==> src/rtl/mem_arbiter.sv <==
// mem_arbiter: shares one single-port memory between the fetch (i_*) and data (d_*) ports.
// Latency: ready pulses 2 cycles after a request is seen in IDLE when mem_ack comes in the first BUSY cycle; 3-cycle min turnaround.
// Backpressure: requesters hold req until their one-cycle ready pulse; mem_req is held until mem_ack; one transaction outstanding.
// Ports: clk, rst (async active-low) | i_req/i_addr -> i_rdata/i_ready (fetch) |
//        d_req/d_we/d_addr/d_wdata -> d_rdata/d_ready (load/store) |
//        mem_req/mem_we/mem_addr/mem_wdata -> mem_rdata/mem_ack (memory) | grant_d (status)
module mem_arbiter #(
  parameter int AW         = 32,
  parameter int DW         = 32,
  parameter int STARVE_MAX = 4
) (
  input  logic          clk,
  input  logic          rst,
  input  logic          i_req,
  input  logic [AW-1:0] i_addr,
  output logic [DW-1:0] i_rdata,
  output logic          i_ready,
  input  logic          d_req,
  input  logic          d_we,
  input  logic [AW-1:0] d_addr,
  input  logic [DW-1:0] d_wdata,
  output logic [DW-1:0] d_rdata,
  output logic          d_ready,
  output logic          mem_req,
  output logic          mem_we,
  output logic [AW-1:0] mem_addr,
  output logic [DW-1:0] mem_wdata,
  input  logic [DW-1:0] mem_rdata,
  input  logic          mem_ack,
  output logic          grant_d
);

  localparam logic [1:0] IDLE = 2'd0;
  localparam logic [1:0] BUSY = 2'd1;
  localparam logic [1:0] RESP = 2'd2;

  localparam int             CW         = $clog2(STARVE_MAX + 1);
  localparam logic [CW-1:0]  STARVE_LIM = CW'(STARVE_MAX);

  logic [1:0]    state;
  logic [CW-1:0] starve_cnt;
  logic          data_win;

  // Data has priority unless fetch has already been passed over STARVE_MAX times in a row.
  assign data_win = d_req && (!i_req || (starve_cnt < STARVE_LIM));

  always_ff @(posedge clk or negedge rst) begin
    if (!rst) begin
      state      <= IDLE;
      starve_cnt <= '0;
      mem_req    <= 1'b0;
      mem_we     <= 1'b0;
      mem_addr   <= '0;
      mem_wdata  <= '0;
      grant_d    <= 1'b0;
      i_ready    <= 1'b0;
      d_ready    <= 1'b0;
      i_rdata    <= '0;
      d_rdata    <= '0;
    end else begin
      case (state)
        IDLE: begin
          if (i_req || d_req) begin
            state   <= BUSY;
            mem_req <= 1'b1;
            grant_d <= data_win;
            if (data_win) begin
              mem_we    <= d_we;
              mem_addr  <= d_addr;
              mem_wdata <= d_wdata;
              // Only data grants that bypass a waiting fetch count towards starvation.
              if (i_req) begin
                if (starve_cnt != STARVE_LIM) starve_cnt <= starve_cnt + 1'b1;
              end else begin
                starve_cnt <= '0;
              end
            end else begin
              mem_we     <= 1'b0;
              mem_addr   <= i_addr;
              mem_wdata  <= '0;
              starve_cnt <= '0;
            end
          end
        end
        BUSY: begin
          if (mem_ack) begin
            mem_req <= 1'b0;
            state   <= RESP;
            if (grant_d) begin
              d_ready <= 1'b1;
              // A store leaves the previous load result visible.
              if (!mem_we) d_rdata <= mem_rdata;
            end else begin
              i_ready <= 1'b1;
              i_rdata <= mem_rdata;
            end
          end
        end
        RESP: begin
          // Ready is a single-cycle pulse; requesters update req before IDLE samples it.
          i_ready <= 1'b0;
          d_ready <= 1'b0;
          state   <= IDLE;
        end
        default: state <= IDLE;
      endcase
    end
  end

endmodule

==> config.mk <==
export PLATFORM = sky130hd
export DESIGN_NAME = mem_arbiter
export DESIGN_NICKNAME = d
export VERILOG_FILES = /design/src/rtl/mem_arbiter.sv
export SDC_FILE = /design/constraint.sdc
export NUM_CORES = 1
export LEC_CHECK = 0
export ABC_AREA = 0
export CAP_MARGIN = 15
export CORE_UTILIZATION = 25
export DETAILED_ROUTE_END_ITERATION = 6
export HOLD_SLACK_MARGIN = 0.02
export SETUP_SLACK_MARGIN = 0.05
export SYNTH_ARGS = -nofsm -noshare
export SYNTH_HDL_FRONTEND = slang
export SYNTH_SLANG_ARGS = --single-unit
==> constraint.sdc <==
create_clock -name clk -period 3.7 [get_ports clk]
set_input_delay 0.555 -clock clk [delete_from_list [all_inputs] [get_ports clk]]
set_output_delay 0.555 -clock clk [all_outputs]
set_load 0.005 [all_outputs]
==> flow_summary.yaml, run 1 <==
yosys:
  ys_seq_area_share_pct: 60.91
  yosysWarningCount: 0
  synth_cell_types: 26
  syn_inst: 345
  netlist_area_mm2: 0.005669
  syn_area_per_cell_um2: 16.43
  ys_ff_latch: 138
  syn_nets: 481
clocking:
  clk_latency_ns: 0.41
  cts_root_buf: "clkbuf_16"
  clock_path_buffers: 2
  cts.sinks: 138
  h-tree-depth: 4
  cts_made_buffers: 17
  post_cts_buffers: 0
  cts_resized: 0
  cts.clk_slew.worst_paths_ns: 0.06
  cts_hold_buf: 0
  cts_tree: "done"
worst_setup_path:
  r2r-start: "starve_cnt[2]"
  worstPathRequired_ns: 3.99
  end_kind: "flip-flop"
  r2r_cells: 4
  crit_arrival_ns: 2.78
  crit_slowest_cell: "a21bo_2"
  critical-path-max-stage-delay_ns: 0.60
  cp_num_buf_inv: 2
  crit_family: "buffers and inverters"
  path_cells: "clkdlybuf4s50_1 -> a21bo_2 -> buf_4 -> mux2_4 -> mux2_2"
  criticalPathCategory: "in2reg"
  crit_path_start_kind: "input pin"
  cp_max_fo: 19
  ff2ff_setup_slack_ns: 1.62
  r2r_end: "mem_addr[26]"
timing:
  fin_crit_ns: 2.489
  hold_viol_final: 0
  finalSetupViolations: 0
  tightest_slew_ns: 1.055
  relSlewSlack_pct: 29.69
  tns_ns: 0
  clock-skew-final_ns: 0.008110
  holdWs_ns: 0.2527
  timing.final.crit_share_pct: 67.26
  rsz0062_at_grt: "no"
  fmax_ghz: 0.4018
  drv_slew: 0
global_routing:
  grt_pass1_vias: 4243
  overflow: 0
  use_met3_pct: 3.669
  use_met1_pct: 15.55
  grt_max_degree: 111
  track_usage_pct: 13.17
  antenna_found_initial: 0
  met2_usage_pct: 22.63
  grt_pass1_wl_mm: 23.85
  gr-max-usage-layer: "met2"
power_and_ir_drop:
  p_sw_mw: 2.047
  p_total_mw: 7.274
  p_comb_share_pct: 40.9
  p_clk_share_pct: 22.6
  seq_power_share_pct: 36.5
  p_leak_nw: 3.872
  p_sw_share_pct: 28.14
  ir_worst_vdd_uv: 293.8
  pwr_density_cell_mw_per_mm2: 792.8
  p_int_mw: 5.227
cells_and_area:
  fillers: 2028
  multi_input_area_mm2: 0.002059
  antenna_cells: 0
  fin_nets: 754
  regArea_mm2: 0.003453
  area_delta_synth_final_pct: 61.84
  final_core_util_pct: 41.66
  drive_above_1_share_pct: 25.87
  final_cell_area_mm2: 0.009175
run:
  max_cap_viol_count: 0
routing:
  drtIter0Drc: 140
  final_antenna_net_count: 0
  wirelength_mm: 15.10
  route.vias.total: 3964
  dr.pass1.iters: 6
  via_per_inst: 4.356
  post-route-drc-count: 13
  post_drt_wl_per_cell_um: 16.59
die:
  io_pins: 267
  die_area_mm2: 0.02328
  initial_utilization_pct: 25.74
  die_x_um: 152.6
  core_mm2: 0.02203
  die_h_um: 152.6
  rows: 54
place:
  gp_congestion: 0.7651
  dpl.hpwl_mm: 10.80
  post_dp_cell_area_mm2: 0.008606
  port_buffers: 266
min_path:
  hold_path_class: "in2async"
status:
  violations: "design-rule violations"
  status: "finished with violations"
registers in the layout, summed over array words and instances (netlist names), 2 cells and up:
signal / count
starve_cnt: 3
mem_addr: 32
i_rdata: 32
d_rdata: 32
mem_wdata: 32
state: 2
synthesized netlist by cell type, drive strengths merged:
cell,n,area (um^2)
o211ai,1,12.51
clkbuf,3,11.26
nor3b,1,18.77
nand3b,1,20.02
inv,5,18.77
o2bb2ai,1,8.760
mux2,129,1565
a22o,34,297.8
and4b,1,10.01
nand2,2,7.510
o21ai,2,10.01
nor2b,1,6.260
buf,17,140.1
o31ai,1,7.510
a31oi,1,6.260
a32o,1,10.01
a21o,1,7.510
nor2,1,6.260
nor3,1,16.27
a21bo,1,10.01
dfrtp,138,3453
ha,2,25.02
how the worst max path moves through the flow:
| stage | startpoint | endpoint | cells after the start |
|---|---|---|---|
| after floorplan | d_req | mem_addr[10] | 5 |
| after global placement | i_req | mem_addr[18] | 5 |
| after detailed placement | i_req | mem_addr[26] | 5 |
| after CTS | i_req | mem_addr[26] | 5 |
| after global routing | i_req | mem_addr[25] | 5 |
| final | i_req | mem_addr[26] | 5 |
power groups by stage:
stage,Combinational [mW],Sequential (mW),Clock [mW]
floorplan,1.10,2.69,0
global placement,2.97,2.65,0
detailed placement,3.03,2.67,0
CTS,3.03,2.66,1.72
global route,3.17,2.77,1.79
finish,2.98,2.66,1.64
worst reg2reg max path, stage by stage (launching register included):
cell and delay, ns:
dfrtp_1 0.37, a21bo_2 0.57, buf_4 0.43, mux2_4 0.34, mux2_2 0.26
through the flow:
stage,std cells,setup WS (ns)
after detailed placement,879,0.7832
final,910,1.211
after CTS,910,1.224
after global routing,910,1.118
after floorplan,345,2.023
after global placement,879,0.8527
placed cells by master (no fill, tap or decap), types with 2 or more instances in the layout:
cell and n:
inv_1 5, mux2_2 87, o21ai_0 2, dfrtp_1 138
mux2_1 12, buf_4 8, clkdlybuf4s50_1 265, clkinvlp_4 5
a22o_1 34, mux2_4 30, clkbuf_16 17, ha_1 2
clkbuf_8 2, inv_6 4, nand2_1 2
routing by layer:
metal	share of wire, %	vias to the layer above
li1	-	1806
met1	40	2009
met2	52	134
met3	5.9	15
met4	1.5	0
met5	0	-
cell type report:
type	count	share of cell area, %
Clock buffer	19	4.937
Clock inverter	12	1.268
Multi-Input combinational cell	182	22.45
Timing Repair Buffer	274	29.69
Tap cell	280	3.818
Sequential cell	138	37.64
Inverter	5	0.2046
cells by family (layout without fill, tap and decap cells):
family	after synthesis	count (layout)	share of synthesized area [%]
compound gates	43	43	6.533
fa+ha+maj	2	2	0.4413
buf+inv	25	310	3.001
flops	138	138	60.91
mux	129	129	27.61
simple gates	8	8	1.501
Power figures use the tool's default switching activity.
==> inputs of run 2 (changes only) <==
==> constraint.sdc (replaced) <==
create_clock -name clk -period 2.15 [get_ports clk]
set_input_delay 0.3225 -clock clk [delete_from_list [all_inputs] [get_ports clk]]
set_output_delay 0.3225 -clock clk [all_outputs]
set_load 0.005 [all_outputs]
==> run 2 against run 1 <==
Against the previous run:
- the run still ends with design-rule violations left
- sequential share of layout area decreased by 0.55 points
- die area unchanged
- hold slack better by 0.17 ns
- highest routed layer unchanged
- power rose by 74%
- final cell count rose by 0.66%
- setup slack worse by 0.89 ns
==> flow_summary.yaml, run 2 (synthesis gave the netlist of run 1 again) <==
worst_setup_path:
  worstPathRequired_ns: 1.83
  crit_slowest_cell: "clkdlybuf4s50_1"
  crit_path_start_kind: "flip-flop"
  cp_num_buf_inv: 1
  cp_max_fo: 6
  r2r_end: "d_rdata[4]"
  crit_family: "buffers and inverters"
  criticalPathCategory: "reg2out"
  ff2ff_setup_slack_ns: 0.45
  path_cells: "clkdlybuf4s50_1"
  r2r-start: "state[1]"
  r2r_cells: 4
  crit_arrival_ns: 1.50
  critical-path-max-stage-delay_ns: 0.59
  end_kind: "output pin"
clocking:
  cts_tree: "done"
  cts_made_buffers: 17
  cts_hold_buf: 1
  clk_latency_ns: 0.41
  cts.clk_slew.worst_paths_ns: 0.06
  post_cts_buffers: 0
  clock_path_buffers: 2
  cts_resized: 0
  h-tree-depth: 4
  cts.sinks: 138
  cts_root_buf: "clkbuf_16"
place:
  gp_congestion: 0.7396
  post_dp_cell_area_mm2: 0.008723
  dpl.hpwl_mm: 11.42
  port_buffers: 266
status:
  status: "finished with violations"
  violations: "design-rule violations"
cells_and_area:
  fin_nets: 759
  fillers: 2020
  area_delta_synth_final_pct: 64.22
  final_cell_mix: "clkdlybuf4s50_1 (265), dfrtp_1 (138), mux2_2 (87)"
  antenna_cells: 0
  drive_above_1_share_pct: 26.10
  layout_commonest_cell: "clkdlybuf4s50_1"
  final_cell_area_mm2: 0.009310
timing:
  hold_viol_final: 0
  drv_slew: 0
  finalSetupViolations: 0
  tightest_slew_ns: 0.4793
  fmax_ghz: 0.5478
  tns_ns: 0
  clock-skew-final_ns: 0.009058
  timing.final.crit_share_pct: 84.90
  relSlewSlack_pct: 68.05
  rsz0062_at_grt: "no"
  fin_crit_ns: 1.825
routing:
  route.vias.total: 3980
  drtIter0Drc: 174
  dr.pass1.iters: 7
  via_per_inst: 4.345
  post_drt_wl_per_cell_um: 17.02
  wirelength_mm: 15.59
  post-route-drc-count: 12
  final_antenna_net_count: 0
power_and_ir_drop:
  pwr_density_cell_mw_per_mm2: 1362
  ir_worst_vdd_uv: 551.1
  p_leak_nw: 3.930
min_path:
  hold_path_class: "in2async"
die:
  die_area_mm2: 0.02328
  io_pins: 267
  core_mm2: 0.02203
  rows: 54
  die_h_um: 152.6
  die_x_um: 152.6
  initial_utilization_pct: 25.74
global_routing:
  grt_pass1_wl_mm: 25.09
  grt_max_degree: 64
  antenna_found_initial: 0
  overflow: 0
  grt_pass1_vias: 4488
  track_usage_pct: 13.88
run:
  max_cap_viol_count: 0
-- run 2: metal layers --
| layer | track usage, % | vias up | part of all wire, % |
|---|---|---|---|
| met1 | 15.91 | 2012 | 40 |
| met3 | 3.783 | 18 | 5.5 |
| met2 | 24.49 | 139 | 53 |
| li1 | - | 1811 | - |
| met4 | 5.435 | 0 | 1.7 |
| met5 | 0 | - | 0 |
-- run 2: cell type report --
type / instances / area, um^2 / share of cell area, %
sequential: 138 / 3453 / 37.09
timing repair buffer: 279 / 2851 / 30.63
inverter: 5 / 18.77 / 0.2016
multi-input combinational: 182 / 2059 / 22.12
clock inverter: 13 / 143.9 / 1.545
tap: 280 / 350.3 / 3.763
clock buffer: 19 / 432.9 / 4.650
-- run 2: where the power goes --
part           switching (mW)  internal, mW
sequential              0.729          3.86
combinational            1.67          3.56
clock                    1.15          1.71
total                    3.55          9.14
-- run 2: stage by stage --
stage	utilization [%]	total power, mW	worst slack (ns)	hold slack [ns]	std cells
after floorplan	-	6.508	0.6149	0.02691	345
after global placement	39.60	9.779	0.1462	0.2974	883
after detailed placement	39.60	9.947	0.06964	0.3056	883
after CTS	42.27	12.91	0.2861	0.4352	916
after global routing	42.27	13.47	0.2390	0.4535	916
final	42.27	12.68	0.3246	0.4268	916
-- run 2: worst max-delay path by stage --
stage | slack, ns | to | start | cells past startpoint
final | 0.32 | grant_d | grant_d | 1
after global routing | 0.24 | grant_d | grant_d | 1
after CTS | 0.29 | grant_d | grant_d | 1
after detailed placement | 0.07 | d_rdata[4] | mem_ack | 5
after global placement | 0.15 | d_rdata[10] | mem_ack | 5
after floorplan | 0.61 | d_rdata[22] | state[1] | 4
